**config.mk**
```make
export PLATFORM = sky130hd
export DESIGN_NAME = cast_vc_input_stage
export DESIGN_NICKNAME = d
export VERILOG_FILES = /design/src/rtl/cast_vc_pkg.sv /design/src/rtl/cast_vc_fifo.sv /design/src/rtl/cast_vc_input_stage.sv
export SDC_FILE = /design/constraint.sdc
export NUM_CORES = 1
export LEC_CHECK = 0
export CAP_MARGIN = 20
export CORE_ASPECT_RATIO = 0.9
export CORE_UTILIZATION = 57
export CTS_CLUSTER_DIAMETER = 200
export DETAILED_ROUTE_END_ITERATION = 7
export GPL_TIMING_DRIVEN = 0
export MAX_ROUTING_LAYER = met4
export PLACE_DENSITY = 0.8
export SLEW_MARGIN = 20
export SYNTH_ARGS = -nofsm -noshare
export SYNTH_HDL_FRONTEND = slang
export SYNTH_HIERARCHICAL = 1
export SYNTH_SLANG_ARGS = --single-unit
```
**constraint.sdc**
```tcl
create_clock -name clk -period 3.6 [get_ports clk]
set_input_delay 0.72 -clock clk [delete_from_list [all_inputs] [get_ports clk]]
set_output_delay 0.72 -clock clk [all_outputs]
set_load 0.1 [all_outputs]
```
**src/rtl/cast_vc_pkg.sv**
```systemverilog
`default_nettype none
// ============================================================================
// Module      : cast_vc_pkg
// Description : Shared types and constants for the multi-VC cast-router
//               input stage.
//               flit_type_e   - flit type carried in the top bits of a flit.
//               stage_state_e - packet-level state of the input stage.
//               C_FT_W        - width of the type field, which sits in the
//                               top C_FT_W bits of every flit.
// Revision    : 1.0 - initial release
// ============================================================================
package cast_vc_pkg;

  localparam int C_FT_W = 2;

  typedef enum logic [1:0] {
    BODY   = 2'b00,
    HEAD   = 2'b01,
    TAIL   = 2'b10,
    SINGLE = 2'b11
  } flit_type_e;

  typedef enum logic [1:0] {
    S_IDLE   = 2'd0,
    S_REQ    = 2'd1,
    S_ACTIVE = 2'd2
  } stage_state_e;

  // A flit that may start a packet
  function automatic logic ft_opens(input flit_type_e t);
    return (t == HEAD) || (t == SINGLE);
  endfunction

  // A flit that ends a packet
  function automatic logic ft_closes(input flit_type_e t);
    return (t == TAIL) || (t == SINGLE);
  endfunction

endpackage
`default_nettype wire

```
**src/rtl/cast_vc_fifo.sv**
```systemverilog
`default_nettype none
// ============================================================================
// Module      : cast_vc_fifo
// Description : Single-VC first-word-fall-through flit buffer.
//               Ports: clk, rstn (async, active-low); i_wr_en/i_wr_data write
//               side (ignored when full); i_rd_en pops the front (ignored
//               when empty); o_rd_data is the current front; o_full,
//               o_empty, o_count give occupancy.
// Revision    : 1.0 - initial release
// ============================================================================
module cast_vc_fifo #(
  parameter int DW        = 32,
  parameter int DEPTH_LOG = 2
) (
  input  logic                 clk,
  input  logic                 rstn,
  input  logic                 i_wr_en,
  input  logic [DW-1:0]        i_wr_data,
  input  logic                 i_rd_en,
  output logic [DW-1:0]        o_rd_data,
  output logic                 o_full,
  output logic                 o_empty,
  output logic [DEPTH_LOG:0]   o_count
);

  localparam int              C_DEPTH = 1 << DEPTH_LOG;
  localparam logic [DEPTH_LOG:0] C_FULL_CNT = (DEPTH_LOG+1)'(C_DEPTH);

  logic [DW-1:0]        r_mem [C_DEPTH];
  logic [DEPTH_LOG-1:0] r_wr_ptr;
  logic [DEPTH_LOG-1:0] r_rd_ptr;
  logic [DEPTH_LOG:0]   r_count;
  logic                 w_wr;
  logic                 w_rd;

  // A write into a full buffer is refused even if a pop happens in the
  // same cycle: readiness is judged on the registered occupancy only.
  assign w_wr = i_wr_en && (r_count != C_FULL_CNT);
  assign w_rd = i_rd_en && (r_count != '0);

  always_ff @(posedge clk or negedge rstn) begin
    if (!rstn) begin
      r_wr_ptr <= '0;
      r_rd_ptr <= '0;
      r_count  <= '0;
    end else begin
      if (w_wr) r_wr_ptr <= r_wr_ptr + DEPTH_LOG'(1);
      if (w_rd) r_rd_ptr <= r_rd_ptr + DEPTH_LOG'(1);
      case ({w_wr, w_rd})
        2'b10:   r_count <= r_count + (DEPTH_LOG+1)'(1);
        2'b01:   r_count <= r_count - (DEPTH_LOG+1)'(1);
        default: r_count <= r_count;
      endcase
    end
  end

  // Storage needs no reset; validity is tracked by the pointers.
  always_ff @(posedge clk) begin
    if (w_wr) r_mem[r_wr_ptr] <= i_wr_data;
  end

  assign o_rd_data = r_mem[r_rd_ptr];
  assign o_full    = (r_count == C_FULL_CNT);
  assign o_empty   = (r_count == '0);
  assign o_count   = r_count;

endmodule
`default_nettype wire

```
**src/rtl/cast_vc_input_stage.sv**
```systemverilog
`default_nettype none
// ============================================================================
// Module      : cast_vc_input_stage
// Description : Multi-VC router input stage. NUM_VC FWFT buffers behind one
//               input link; whole packets are picked round-robin among VCs,
//               an output channel is requested from the VC allocator, and
//               the granted packet is streamed to the crossbar.
//               Ports: valid_i/vc_i/data_i/ready_o  - input link
//                      rt_sid_o/rt_cand_i           - external route lookup
//                      reqVC/selOutVC/VCgranted     - VC allocator
//                      selXBVC/valid_o/vc_o/data_o/ready_i - crossbar side
//                      err_o                        - sticky protocol error
// Revision    : 1.0 - initial release
// ============================================================================
module cast_vc_input_stage
  import cast_vc_pkg::*;
#(
  parameter int DW        = 32,
  parameter int NUM_VC    = 2,
  parameter int VCW       = 1,
  parameter int DEPTH_LOG = 2,
  parameter int CN        = 5,
  parameter int SID_H     = 29,
  parameter int SID_L     = 24
) (
  input  logic                              clk,
  input  logic                              rstn,
  input  logic                              valid_i,
  input  logic [VCW-1:0]                    vc_i,
  input  logic [DW-1:0]                     data_i,
  output logic [NUM_VC-1:0]                 ready_o,
  output logic [NUM_VC*(SID_H-SID_L+1)-1:0] rt_sid_o,
  input  logic [NUM_VC*CN-1:0]              rt_cand_i,
  output logic [CN-1:0]                     reqVC,
  input  logic [CN-1:0]                     selOutVC,
  input  logic                              VCgranted,
  output logic [CN-1:0]                     selXBVC,
  output logic                              valid_o,
  output logic [VCW-1:0]                    vc_o,
  output logic [DW-1:0]                     data_o,
  input  logic                              ready_i,
  output logic                              err_o
);

  localparam int                 C_SIDW    = SID_H - SID_L + 1;
  localparam logic [DEPTH_LOG:0] C_CNT_MAX = (DEPTH_LOG+1)'(1 << DEPTH_LOG);

  stage_state_e       r_state;
  logic [VCW-1:0]     r_rr_ptr;
  logic [VCW-1:0]     r_cur_vc;
  logic [CN-1:0]      r_sel_xb;
  logic               r_err;

  logic [NUM_VC-1:0]  w_full;
  logic [NUM_VC-1:0]  w_empty;
  logic [NUM_VC-1:0]  w_wr_en;
  logic [NUM_VC-1:0]  w_rd_en;
  logic [NUM_VC-1:0]  w_cand;
  logic [NUM_VC-1:0]  w_bad;
  logic [DW-1:0]      w_front [NUM_VC];
  logic [DEPTH_LOG:0] w_count [NUM_VC];

  logic               w_any_bad;
  logic               w_any_cand;
  logic [VCW-1:0]     w_drop_vc;
  logic [VCW-1:0]     w_pick_vc;
  logic [VCW-1:0]     w_rr_next;
  logic [CN-1:0]      w_req;
  logic               w_valid;
  logic               w_fire;
  logic               w_last;

  // First candidate at or after ptr, wrapping modulo NUM_VC.
  function automatic logic [VCW-1:0] rr_pick(input logic [NUM_VC-1:0] cand,
                                              input logic [VCW-1:0]    ptr);
    logic [VCW-1:0] sel;
    logic           found;
    int             idx;
    sel   = ptr;
    found = 1'b0;
    for (int i = 0; i < NUM_VC; i++) begin
      idx = (int'(ptr) + i) % NUM_VC;
      if (!found && cand[idx]) begin
        sel   = VCW'(idx);
        found = 1'b1;
      end
    end
    return sel;
  endfunction

  generate
    for (genvar v = 0; v < NUM_VC; v++) begin : g_vc
      flit_type_e w_ftype;

      assign w_ftype    = flit_type_e'(w_front[v][DW-1 -: C_FT_W]);
      assign w_wr_en[v] = valid_i && (vc_i == VCW'(v));

      cast_vc_fifo #(
        .DW        (DW),
        .DEPTH_LOG (DEPTH_LOG)
      ) u_fifo (
        .clk       (clk),
        .rstn      (rstn),
        .i_wr_en   (w_wr_en[v]),
        .i_wr_data (data_i),
        .i_rd_en   (w_rd_en[v]),
        .o_rd_data (w_front[v]),
        .o_full    (w_full[v]),
        .o_empty   (w_empty[v]),
        .o_count   (w_count[v])
      );

      // In idle every non-empty front either opens a packet or is an
      // orphan body/tail that has to be flushed.
      assign w_cand[v] = !w_empty[v] && ft_opens(w_ftype);
      assign w_bad[v]  = !w_empty[v] && !ft_opens(w_ftype);

      assign w_rd_en[v] = ((r_state == S_IDLE) && w_any_bad && (w_drop_vc == VCW'(v)))
                       || (w_fire && (r_cur_vc == VCW'(v)));

      assign ready_o[v]                     = !w_full[v];
      assign rt_sid_o[v*C_SIDW +: C_SIDW]   = w_front[v][SID_H:SID_L];

      a_count_bound : assert property (@(posedge clk) disable iff (!rstn)
                                       w_count[v] <= C_CNT_MAX);
    end
  endgenerate

  assign w_any_bad  = |w_bad;
  assign w_any_cand = |w_cand;
  assign w_pick_vc  = rr_pick(w_cand, r_rr_ptr);

  // Lowest-index orphan is flushed first.
  always_comb begin
    w_drop_vc = '0;
    for (int i = NUM_VC - 1; i >= 0; i--) begin
      if (w_bad[i]) w_drop_vc = VCW'(i);
    end
  end

  assign w_rr_next = (r_cur_vc == VCW'(NUM_VC - 1)) ? '0 : r_cur_vc + VCW'(1);
  assign w_req     = rt_cand_i[r_cur_vc*CN +: CN];
  assign w_valid   = (r_state == S_ACTIVE) && !w_empty[r_cur_vc];
  assign w_fire    = w_valid && ready_i;
  assign w_last    = ft_closes(flit_type_e'(w_front[r_cur_vc][DW-1 -: C_FT_W]));

  always_ff @(posedge clk or negedge rstn) begin
    if (!rstn) begin
      r_state  <= S_IDLE;
      r_rr_ptr <= '0;
      r_cur_vc <= '0;
      r_sel_xb <= '0;
      r_err    <= 1'b0;
    end else begin
      case (r_state)
        S_IDLE: begin
          // A flushing cycle does not arbitrate.
          if (w_any_bad) begin
            r_err <= 1'b1;
          end else if (w_any_cand) begin
            r_cur_vc <= w_pick_vc;
            r_state  <= S_REQ;
          end
        end
        S_REQ: begin
          // A grant against an empty candidate set is not a real grant.
          if (VCgranted && (w_req != '0)) begin
            r_sel_xb <= selOutVC;
            r_state  <= S_ACTIVE;
          end
        end
        S_ACTIVE: begin
          if (w_fire && w_last) begin
            r_state  <= S_IDLE;
            r_rr_ptr <= w_rr_next;
            r_sel_xb <= '0;
          end
        end
        default: r_state <= S_IDLE;
      endcase
    end
  end

  assign reqVC   = (r_state == S_REQ) ? w_req : '0;
  assign selXBVC = r_sel_xb;
  assign valid_o = w_valid;
  assign vc_o    = r_cur_vc;
  assign data_o  = w_front[r_cur_vc];
  assign err_o   = r_err;

endmodule
`default_nettype wire

```
---- Word-level counts from Yosys, hierarchy flattened ----
Memories as Yosys holds them, arrays and structs flattened.
Index checks and enable logic that the tools add are counted.
storage, ports and cells
  register bits after elaboration ......... 24
  RAM bits ................................ 256
  input port bits ......................... 53
  output and inout port bits .............. 59
  word-level logic and storage cells ...... 134
  memories kept ........................... 2
memories
  memory                words  bits a word  read ports  clocked after memory_dff  write ports  RTL line            text
  g_vc[0].u_fifo.r_mem  4      32           1           0                         1            cast_vc_fifo.sv:29  logic [DW-1:0] r_mem [C_DEPTH];
  g_vc[1].u_fifo.r_mem  4      32           1           0                         1            cast_vc_fifo.sv:29
operators by class
  add/sub/neg operators ................... 10
  multipliers ............................. 1
  magnitude comparators ................... 4
  eq/ne operators ......................... 20
  shifts and indexed selects .............. 1
  multiplexer cells ....................... 30
  bitwise logic cells ..................... 6
  reductions and logical operators ........ 49
operators with widths
  operator                                           count
  2-to-1 mux 32 bit                                  3
  logical AND 1 bit                                  20
  2-to-1 mux 1 bit                                   16
  2-to-1 mux 5 bit                                   3
  == test 2 bit (second input constant)              7
  one-hot mux 3 bit (2 select lines)                 2
  == test 2 x 1 -> 1 bit (second input constant)     5
  one-hot mux 5 bit (2 select lines)                 1
  indexed part select 10 x 5 -> 5 bit                1
  adder 2 x 1 -> 2 bit (second input constant)       4
  logical NOT 1 bit                                  8
  2-to-1 mux 2 bit                                   4
  adder 3 x 1 -> 3 bit (second input constant)       2
  == test 3 bit (second input constant)              2
  logical NOT 3 bit                                  2
  != test 2 bit (second input constant)              3
  != test 3 bit (second input constant)              2
  one-hot mux 2 bit (3 select lines)                 1
  AND reduction 3 bit                                2
  nonzero test 2 bit                                 3
  nonzero test 3 bit                                 2
  subtractor 3 x 1 -> 3 bit (second input constant)  2
  logical OR 1 bit                                   5
  nonzero test 5 bit                                 1
  13 further kinds                                   20

---- Depth between registers and ports, before layout ----
An unclocked memory read counts as a cell.
  word-level depth ........................ 13
  depth in mapped cells ................... 13
  mapped depth without buffers ............ 11

---- Hierarchy ----
The synthesis kept the hierarchy.
modules (own cells, without submodules)
  module               instances  cells an instance  area each (µm²)  seq. area each (µm²)
  cast_vc_fifo         2          205                5091.1           4018.9
  cast_vc_input_stage  1          113                1097.3           250.2

---- Least setup slack after synthesis ----
No wires, ideal clock.
  path kind ............................... flip-flop to output port
  start ................................... reg r_cur_vc, in the netlist vc_o
  end ..................................... out reqVC[0]
  arrival ................................. 2.887 ns
  data required time ...................... 2.880 ns
  slack ................................... -0.007 ns
  stages on the path, launching flop included .. 6
  path buffers ............................ 3
  cells stage by stage .................... dfrtp_1 > buf_6 > buf_4 > buf_2 > mux2i_1 > nor2_1
on the way
  word-level cells in the longest chain between the ends .. 3
ends and longest elaborated chain
  item                                 RTL line                    text
  start, declared                      cast_vc_input_stage.sv:50   logic [VCW-1:0] r_cur_vc;
  start signal, assigned               cast_vc_input_stage.sv:161  r_cur_vc <= w_pick_vc;
  multiplier 1 x 3 -> 4 bit            cast_vc_input_stage.sv:142  assign w_req = rt_cand_i[r_cur_vc*CN +: CN];
  indexed part select 10 x 5 -> 5 bit  cast_vc_input_stage.sv:142
  2-to-1 mux 5 bit                     cast_vc_input_stage.sv:184  assign reqVC = (r_state == S_REQ) ? w_req : '0;
  end, declared                        cast_vc_input_stage.sv:34   output logic [CN-1:0] reqVC,
No other way between the ends.

==> run_summary.xml <==
<?xml version="1.0" encoding="UTF-8"?>
<metrics>
  <group name="synthesis">
    <metric name="main_combinational_cell_family_by_area_after_synthesis" unit="">multiplexers</metric>
    <metric name="syn_area" unit="um2">11300</metric>
    <metric name="async_reset_ff_share" unit="%">8.57</metric>
    <metric name="syn-num-nets" unit="">588</metric>
    <metric name="synth_area_in_compound_gates" unit="%">0.832</metric>
    <metric name="synth_edf_count" unit="">256</metric>
    <metric name="post_synth_mux_area_share" unit="%">17.6</metric>
    <metric name="yosys.area.top_type" unit="">sky130_fd_sc_hd__edfxtp_1</metric>
    <metric name="yosysSeqAreaShare" unit="%">73.5</metric>
    <metric name="synthXorXnorAreaFrac" unit="%">0.932</metric>
    <metric name="synth_warnings" unit="">6</metric>
    <metric name="synth_top_area_share" unit="%">68.2</metric>
    <metric name="synth_fa_ha_area_share" unit="%">1.55</metric>
    <metric name="synth-seq-cells" unit="">280</metric>
    <metric name="post_synth_main_area_contributors" unit="">sky130_fd_sc_hd__edfxtp_1 68%, sky130_fd_sc_hd__mux4_2 11%, sky130_fd_sc_hd__dfrtp_1 5.3%</metric>
    <metric name="synthCells" unit="">523</metric>
    <metric name="syn-mean-instance-area" unit="um2">21.6</metric>
    <metric name="netlist-cell-type-count" unit="">42</metric>
    <metric name="synth_flop_cell" unit="">sky130_fd_sc_hd__edfxtp_1</metric>
    <metric name="synth-simple-area-share" unit="%">3.01</metric>
  </group>
  <group name="drt">
    <metric name="routed_wl" unit="mm">21.9</metric>
    <metric name="post_drt_via_cell_ratio" unit="">5.91</metric>
    <metric name="route.detailed.wl_per_inst" unit="um">23.5</metric>
    <metric name="ant_nets" unit="">0</metric>
    <metric name="first_pass_drt_iterations" unit="">4</metric>
    <metric name="drc_errors" unit="">0</metric>
    <metric name="vias" unit="">5518</metric>
    <metric name="drt-initial-drc-count" unit="">346</metric>
  </group>
  <group name="layout">
    <metric name="final_nets" unit="">736</metric>
    <metric name="total_area_of_multi_input_combinational_cells" unit="um2">2730</metric>
    <metric name="fill_cells" unit="">1141</metric>
    <metric name="synthToLayoutAreaGrowth" unit="%">20.3</metric>
    <metric name="insertedDiodeCount" unit="">0</metric>
    <metric name="seqCellArea" unit="um2">8290</metric>
    <metric name="layout-drive-gt1-share" unit="%">30.0</metric>
  </group>
  <group name="run">
    <metric name="drv.max_cap_violation_count" unit="">0</metric>
  </group>
  <group name="sta">
    <metric name="setup_slack" unit="ns">0.0925</metric>
    <metric name="max_freq" unit="GHz">0.285</metric>
    <metric name="tightestPinTransition" unit="ns">0.991</metric>
    <metric name="hold_viol" unit="">0</metric>
    <metric name="max-slew-margin-rel" unit="%">33.7</metric>
    <metric name="setup_viol_count_final" unit="">0</metric>
    <metric name="final.min_clock_period" unit="ns">3.51</metric>
    <metric name="grt_setup_unrepaired" unit="">false</metric>
    <metric name="finalMaxSlewViolations" unit="">0</metric>
    <metric name="layout_worst_path_cycle_share" unit="%">97.4</metric>
    <metric name="clock-skew-final" unit="ns">0.0132</metric>
  </group>
  <group name="critical_path">
    <metric name="worstSetupPathType" unit="">reg2out</metric>
    <metric name="timing.critical_path.to_type" unit="">primary output</metric>
    <metric name="reg2reg_depth" unit="">12</metric>
    <metric name="r2r_setup_slack" unit="ns">0.28</metric>
    <metric name="critical_path_peak_fanout" unit="">10</metric>
    <metric name="worst_path_required" unit="ns">2.88</metric>
    <metric name="worst_r2r_startpoint" unit="">g_vc[1].u_fifo/r_rd_ptr[1]$_DFFE_PN0P_</metric>
    <metric name="worstSetupStartpointType" unit="">flip-flop</metric>
    <metric name="critical_path.reg2reg.endpoint" unit="">g_vc[1].u_fifo/o_count[2]$_DFFE_PN0P_</metric>
    <metric name="cp.arrival" unit="ns">2.79</metric>
  </group>
  <group name="clock_network">
    <metric name="cts_post_setup_buffers_inserted" unit="">0</metric>
    <metric name="tritoncts_num_sinks" unit="">280</metric>
    <metric name="clk_pin_slew_worst_paths" unit="ns">0.06</metric>
    <metric name="clockBufferDepth" unit="">3</metric>
    <metric name="post_cts_hold_buffers" unit="">0</metric>
    <metric name="cts_made_buffers" unit="">27</metric>
    <metric name="htreeDepth" unit="">1</metric>
    <metric name="clk_root_buffer_cell" unit="">sky130_fd_sc_hd__clkbuf_16</metric>
    <metric name="tritoncts_clock_tree" unit="">yes</metric>
    <metric name="clkLatencyLatePin" unit="ns">0.53</metric>
  </group>
  <group name="global_routing">
    <metric name="grt_max_degree" unit="">25</metric>
    <metric name="first_pass_grt_wire_length" unit="mm">32.9</metric>
    <metric name="initial_antenna_violation_count" unit="">0</metric>
    <metric name="grt_pass1_vias" unit="">5776</metric>
    <metric name="grt_util_all_layers" unit="%">23.1</metric>
    <metric name="grt-ovfl-total" unit="">0</metric>
  </group>
  <group name="min_path">
    <metric name="min-delay-path-class" unit="">in2async</metric>
  </group>
  <group name="floorplanning">
    <metric name="fp.dieW" unit="um">150</metric>
    <metric name="initial_utilization" unit="%">58.5</metric>
    <metric name="floorplan.core_area" unit="um2">19300</metric>
    <metric name="die_height" unit="um">135</metric>
    <metric name="pin_count" unit="">112</metric>
    <metric name="dieArea" unit="um2">20400</metric>
    <metric name="row_count" unit="">48</metric>
  </group>
  <group name="run_status">
    <metric name="status" unit="">completed</metric>
  </group>
  <group name="place">
    <metric name="io_buffers" unit="">111</metric>
    <metric name="place_ws" unit="ns">0.183</metric>
    <metric name="gp_congestion" unit="">0.799</metric>
    <metric name="detailed_place_hpwl" unit="mm">13.9</metric>
  </group>
</metrics>
-- metal layers --
layer  up-vias  routed length [um]  track usage, %
met5         -                   0               -
met4         0                 294            4.04
met3        21                1270            3.57
met2       178               11500            39.2
met1      2907                8830            30.2
li1       2412                   -               -
-- worst max-delay path, stage by stage, from the launching register on --
cell	delay, ns
sky130_fd_sc_hd__dfrtp_1	0.32
sky130_fd_sc_hd__clkbuf_1	0.34
sky130_fd_sc_hd__buf_2	0.40
sky130_fd_sc_hd__mux4_1	0.21
sky130_fd_sc_hd__mux2_2	0.14
sky130_fd_sc_hd__dlygate4sd2_1	0.85
-- logic make-up after synthesis --
| kind of cell | after synthesis |
|---|---|
| flops | 280 |
| mux | 111 |
| simple gates | 53 |
| buf+inv | 42 |
| fa+ha+maj | 13 |
| compound gates | 12 |
| xor+xnor | 12 |
-- final cells by class --
class / instances / share of cell area (%)
flip-flops and latches: 280 / 61.1
multi-input cells: 201 / 20.1
repair buffers: 119 / 8.83
clock buffers: 31 / 5.09
well taps: 250 / 2.31
plain buffers: 22 / 1.61
inverters: 20 / 0.553
clock inverters: 11 / 0.415
-- state kept, by name (all words and copies together) (netlist names) --
name and flops:
vc_o 1, err_o 1, r_rr_ptr 1, selXBVC 5, r_state 2, g_vc.u_fifo/r_mem 256, g_vc.u_fifo/o_count 6, g_vc.u_fifo/r_rd_ptr 4
g_vc.u_fifo/r_wr_ptr 4
-- what timing repair did --
| action | in CTS | in global routing |
|---|---|---|
| cloned | 0 | 0 |
| gates resized for setup | 71 | 36 |
| endpoints found under the setup margin | 47 | 19 |
-- cells in the mapped netlist (2+ instances only) --
| cell type | number |
|---|---|
| sky130_fd_sc_hd__a21oi_1 | 2 |
| sky130_fd_sc_hd__and2_1 | 10 |
| sky130_fd_sc_hd__and3b_1 | 2 |
| sky130_fd_sc_hd__buf_12 | 6 |
| sky130_fd_sc_hd__buf_2 | 10 |
| sky130_fd_sc_hd__buf_6 | 3 |
| sky130_fd_sc_hd__clkbuf_1 | 2 |
| sky130_fd_sc_hd__dfrtp_1 | 24 |
| sky130_fd_sc_hd__edfxtp_1 | 256 |
| sky130_fd_sc_hd__fa_1 | 2 |
| sky130_fd_sc_hd__ha_1 | 10 |
| sky130_fd_sc_hd__inv_1 | 20 |
| sky130_fd_sc_hd__mux2_2 | 34 |
| sky130_fd_sc_hd__mux2i_1 | 13 |
| sky130_fd_sc_hd__mux4_1 | 8 |
| sky130_fd_sc_hd__mux4_2 | 56 |
| sky130_fd_sc_hd__nand2_1 | 10 |
| sky130_fd_sc_hd__nand2b_1 | 2 |
| sky130_fd_sc_hd__nand3_1 | 2 |
| sky130_fd_sc_hd__nor2_1 | 10 |
| sky130_fd_sc_hd__nor2b_1 | 2 |
| sky130_fd_sc_hd__nor2b_2 | 2 |
| sky130_fd_sc_hd__nor3_1 | 5 |
| sky130_fd_sc_hd__nor3b_2 | 2 |
| sky130_fd_sc_hd__o21ai_0 | 2 |
| sky130_fd_sc_hd__o31a_1 | 2 |
| sky130_fd_sc_hd__xnor2_1 | 6 |
| sky130_fd_sc_hd__xor2_1 | 6 |
-- layout by cell type, fill, tap and decap left out, types with 3 or more instances in the layout --
master / synthesis / final
sky130_fd_sc_hd__clkbuf_1: 2 / 6
sky130_fd_sc_hd__dfrtp_1: 24 / 24
sky130_fd_sc_hd__mux4_1: 8 / 8
sky130_fd_sc_hd__clkbuf_2: 0 / 17
sky130_fd_sc_hd__nand2_1: 10 / 10
sky130_fd_sc_hd__clkdlybuf4s50_1: 0 / 63
sky130_fd_sc_hd__mux2_2: 34 / 34
sky130_fd_sc_hd__clkinv_2: 0 / 5
sky130_fd_sc_hd__mux4_2: 56 / 56
sky130_fd_sc_hd__mux2i_1: 13 / 13
sky130_fd_sc_hd__clkdlybuf4s15_2: 0 / 12
sky130_fd_sc_hd__buf_6: 3 / 3
sky130_fd_sc_hd__dlygate4sd2_1: 0 / 17
sky130_fd_sc_hd__edfxtp_1: 256 / 256
sky130_fd_sc_hd__ha_1: 10 / 10
sky130_fd_sc_hd__nor2_2: 0 / 5
sky130_fd_sc_hd__nor3_1: 5 / 4
sky130_fd_sc_hd__xnor2_1: 6 / 6
sky130_fd_sc_hd__nor2_1: 10 / 5
sky130_fd_sc_hd__xor2_1: 6 / 6
sky130_fd_sc_hd__clkbuf_16: 0 / 27
sky130_fd_sc_hd__clkinv_1: 0 / 4
sky130_fd_sc_hd__inv_1: 20 / 20
sky130_fd_sc_hd__buf_2: 10 / 11
sky130_fd_sc_hd__buf_12: 6 / 11
sky130_fd_sc_hd__and2_2: 0 / 8
sky130_fd_sc_hd__buf_16: 0 / 3
-- stage by stage --
stage | util [%] | hold slack, ns | area (um2) | setup TNS (ns) | std cells
3_3_place_gp | 66.0 | 0.449 | 12700 | 0 | 884
4_1_cts | 70.7 | 0.461 | 13600 | -0.0560 | 934
6_report | 70.4 | 0.184 | 13600 | 0 | 934
5_1_grt | 70.4 | 0.207 | 13600 | 0 | 934
2_1_floorplan | - | 0.424 | 11300 | 0 | 523
3_5_place_dp | 67.0 | 0.449 | 12900 | 0 | 892
-- how the worst max path moves through the flow --
| stage | cells after the start | start | slack [ns] | to |
|---|---|---|---|---|
| after floorplan | 5 | vc_o$_DFFE_PN0P_ | 0.44 | reqVC[0] |
| after CTS | 5 | g_vc[1].u_fifo/r_rd_ptr[1]$_DFFE_PN0P_ | -0.06 | data_o[30] |
| after global routing | 5 | g_vc[0].u_fifo/r_rd_ptr[1]$_DFFE_PN0P_ | 0.005 | data_o[1] |
| after global placement | 4 | valid_i | 0.04 | g_vc[0].u_fifo/r_mem[0][20]$_DFFE_PP_ |
| after detailed placement | 5 | g_vc[1].u_fifo/r_rd_ptr[1]$_DFFE_PN0P_ | 0.18 | data_o[30] |
| final | 5 | g_vc[1].u_fifo/r_rd_ptr[1]$_DFFE_PN0P_ | 0.09 | data_o[2] |
Power is not shown: default switching activity piles up to over one toggle a cycle in this logic, so the estimate is an artifact.
==> variant: new RTL, same settings <==
Encoding of `stage_state_e`: now one-hot (3 bits for 3 states).
--- a/src/rtl/cast_vc_pkg.sv
+++ b/src/rtl/cast_vc_pkg.sv
@@ -20,10 +20,10 @@
     SINGLE = 2'b11
   } flit_type_e;
 
-  typedef enum logic [1:0] {
-    S_IDLE   = 2'd0,
-    S_REQ    = 2'd1,
-    S_ACTIVE = 2'd2
+  typedef enum logic [2:0] {
+    S_IDLE   = 3'b001,
+    S_REQ    = 3'b010,
+    S_ACTIVE = 3'b100
   } stage_state_e;
 
   // A flit that may start a packet
Check against the original RTL: same outputs for any inputs over 4 cycles, from zero or initial values and one cycle with rstn low; so few cycles prove little.
==> variant against the original RTL <==
Final area up 0.85%. Wire length up 4.9%. Hold slack worse by 3.8 ps. Sequential cell count up 1. Area after synthesis about the same. Setup slack worse by 2.8 ps. Count of clock-buffer cells in the layout up 8. Fmax about the same. Critical endpoint is now valid_o.
Power is not shown: default switching activity piles up to over one toggle a cycle in this logic, so the estimate is an artifact.
==> variant: results (changes against the original RTL) <==
max incr delay on CP 690 ps (-160 ps); Global Route Usage Sum 24.1% (+1.0 points); mux contribution to synthesized area 17.7% (+0.10 points); worst reg2reg path startpoint g_vc[0].u_fifo/r_rd_ptr[1]$_DFFE_PN0P_; CP Max Fanout 6 (-4); total CTS buffers 28 (+3.7%); met3 routed WL 1440 um (+14%); ys async rst share 8.90% (+0.33 points); first-pass GRT wire length 34000 um (+3.2%); Inverters 19 (-5.0%); vias post-DR 5598 (+1.4%); Synth Cell Area 11300 um2 (about the same); Seq/Total Area, Yosys 73.7% (+0.24 points); Min Hold Slack 180 ps (-3.75 ps); slowest CP cell nor3_1; CTS sink count 281 (+0.36%); # fillers 1147 (+0.53%); Place WS 195 ps (+11.2 ps); routed wire length 23000 um (+4.9%); vias in the first global route 5895 (+2.1%); Buffers excl. clock 139 (-1.4%); Layout Skew 16.2 ps (+2.93 ps); critical path's top delay family simple AND/OR/NAND/NOR gates; dpl cell area 12900 um2 (about the same); syn_nets 587 (-0.17%); sequential share of cell area 60.8% (-0.32 points); Syn Area/Cell 21.6 um2 (+0.18%); area fraction in compound gates after synthesis 0.888% (+0.056 points); largest net degree at the start of global routing 26 (+4.0%); final worst slack 89.7 ps (-2.84 ps); Inst Count DP 891 (-0.11%); Synth area leaders edfxtp_1 (68%), mux4_2 (11%), dfrtp_1 (5.3%), mux2_2 (3.5%), mux4_1 (1.9%); dpl hpwl 14300 um (+2.9%); Clock buf/inv share 6.47% (+0.96 points); met2 usage 39.8% (+0.51 points); Initial DRT Pass Iterations 5 (+1); Post-Synth Adder-Cell Area 1.55% (about the same); status complete, no violations; M3 GR Usage 3.64% (+0.067 points); M1 GR Usage 30.5% (+0.28 points); M1 WL 9150 um (+3.7%); RD Place Congestion 0.754 (-5.6%)
## variant: changes by cell type in the layout (fill, tap and decap cells not counted), sizes merged, moves of 3 or more
cell / change
buf: -4
clkbuf: +16
clkdlybuf4s15: -3
dlygate4sd2: -3
nor2: +3
## variant: worst max path at each step
stage / cells past startpoint / start / end
floorplan: 12 / vc_o$_DFFE_PN0P_ / g_vc[1].u_fifo/o_count[2]$_DFFE_PN0P_
finish: 4 / g_vc[1].u_fifo/o_count[0]$_DFFE_PN0P_ / valid_o
detailed placement: 5 / g_vc[1].u_fifo/r_rd_ptr[1]$_DFFE_PN0P_ / data_o[30]
CTS: 5 / g_vc[1].u_fifo/r_rd_ptr[1]$_DFFE_PN0P_ / data_o[30]
global route: 5 / g_vc[0].u_fifo/r_rd_ptr[1]$_DFFE_PN0P_ / data_o[22]
global placement: 4 / valid_i / g_vc[0].u_fifo/r_mem[0][20]$_DFFE_PP_
## variant: repair_timing
item,CTS,global route
gates cloned,0,0
hold buffers,0,0
resized for setup,70,45
setup endpoints to repair,47,28
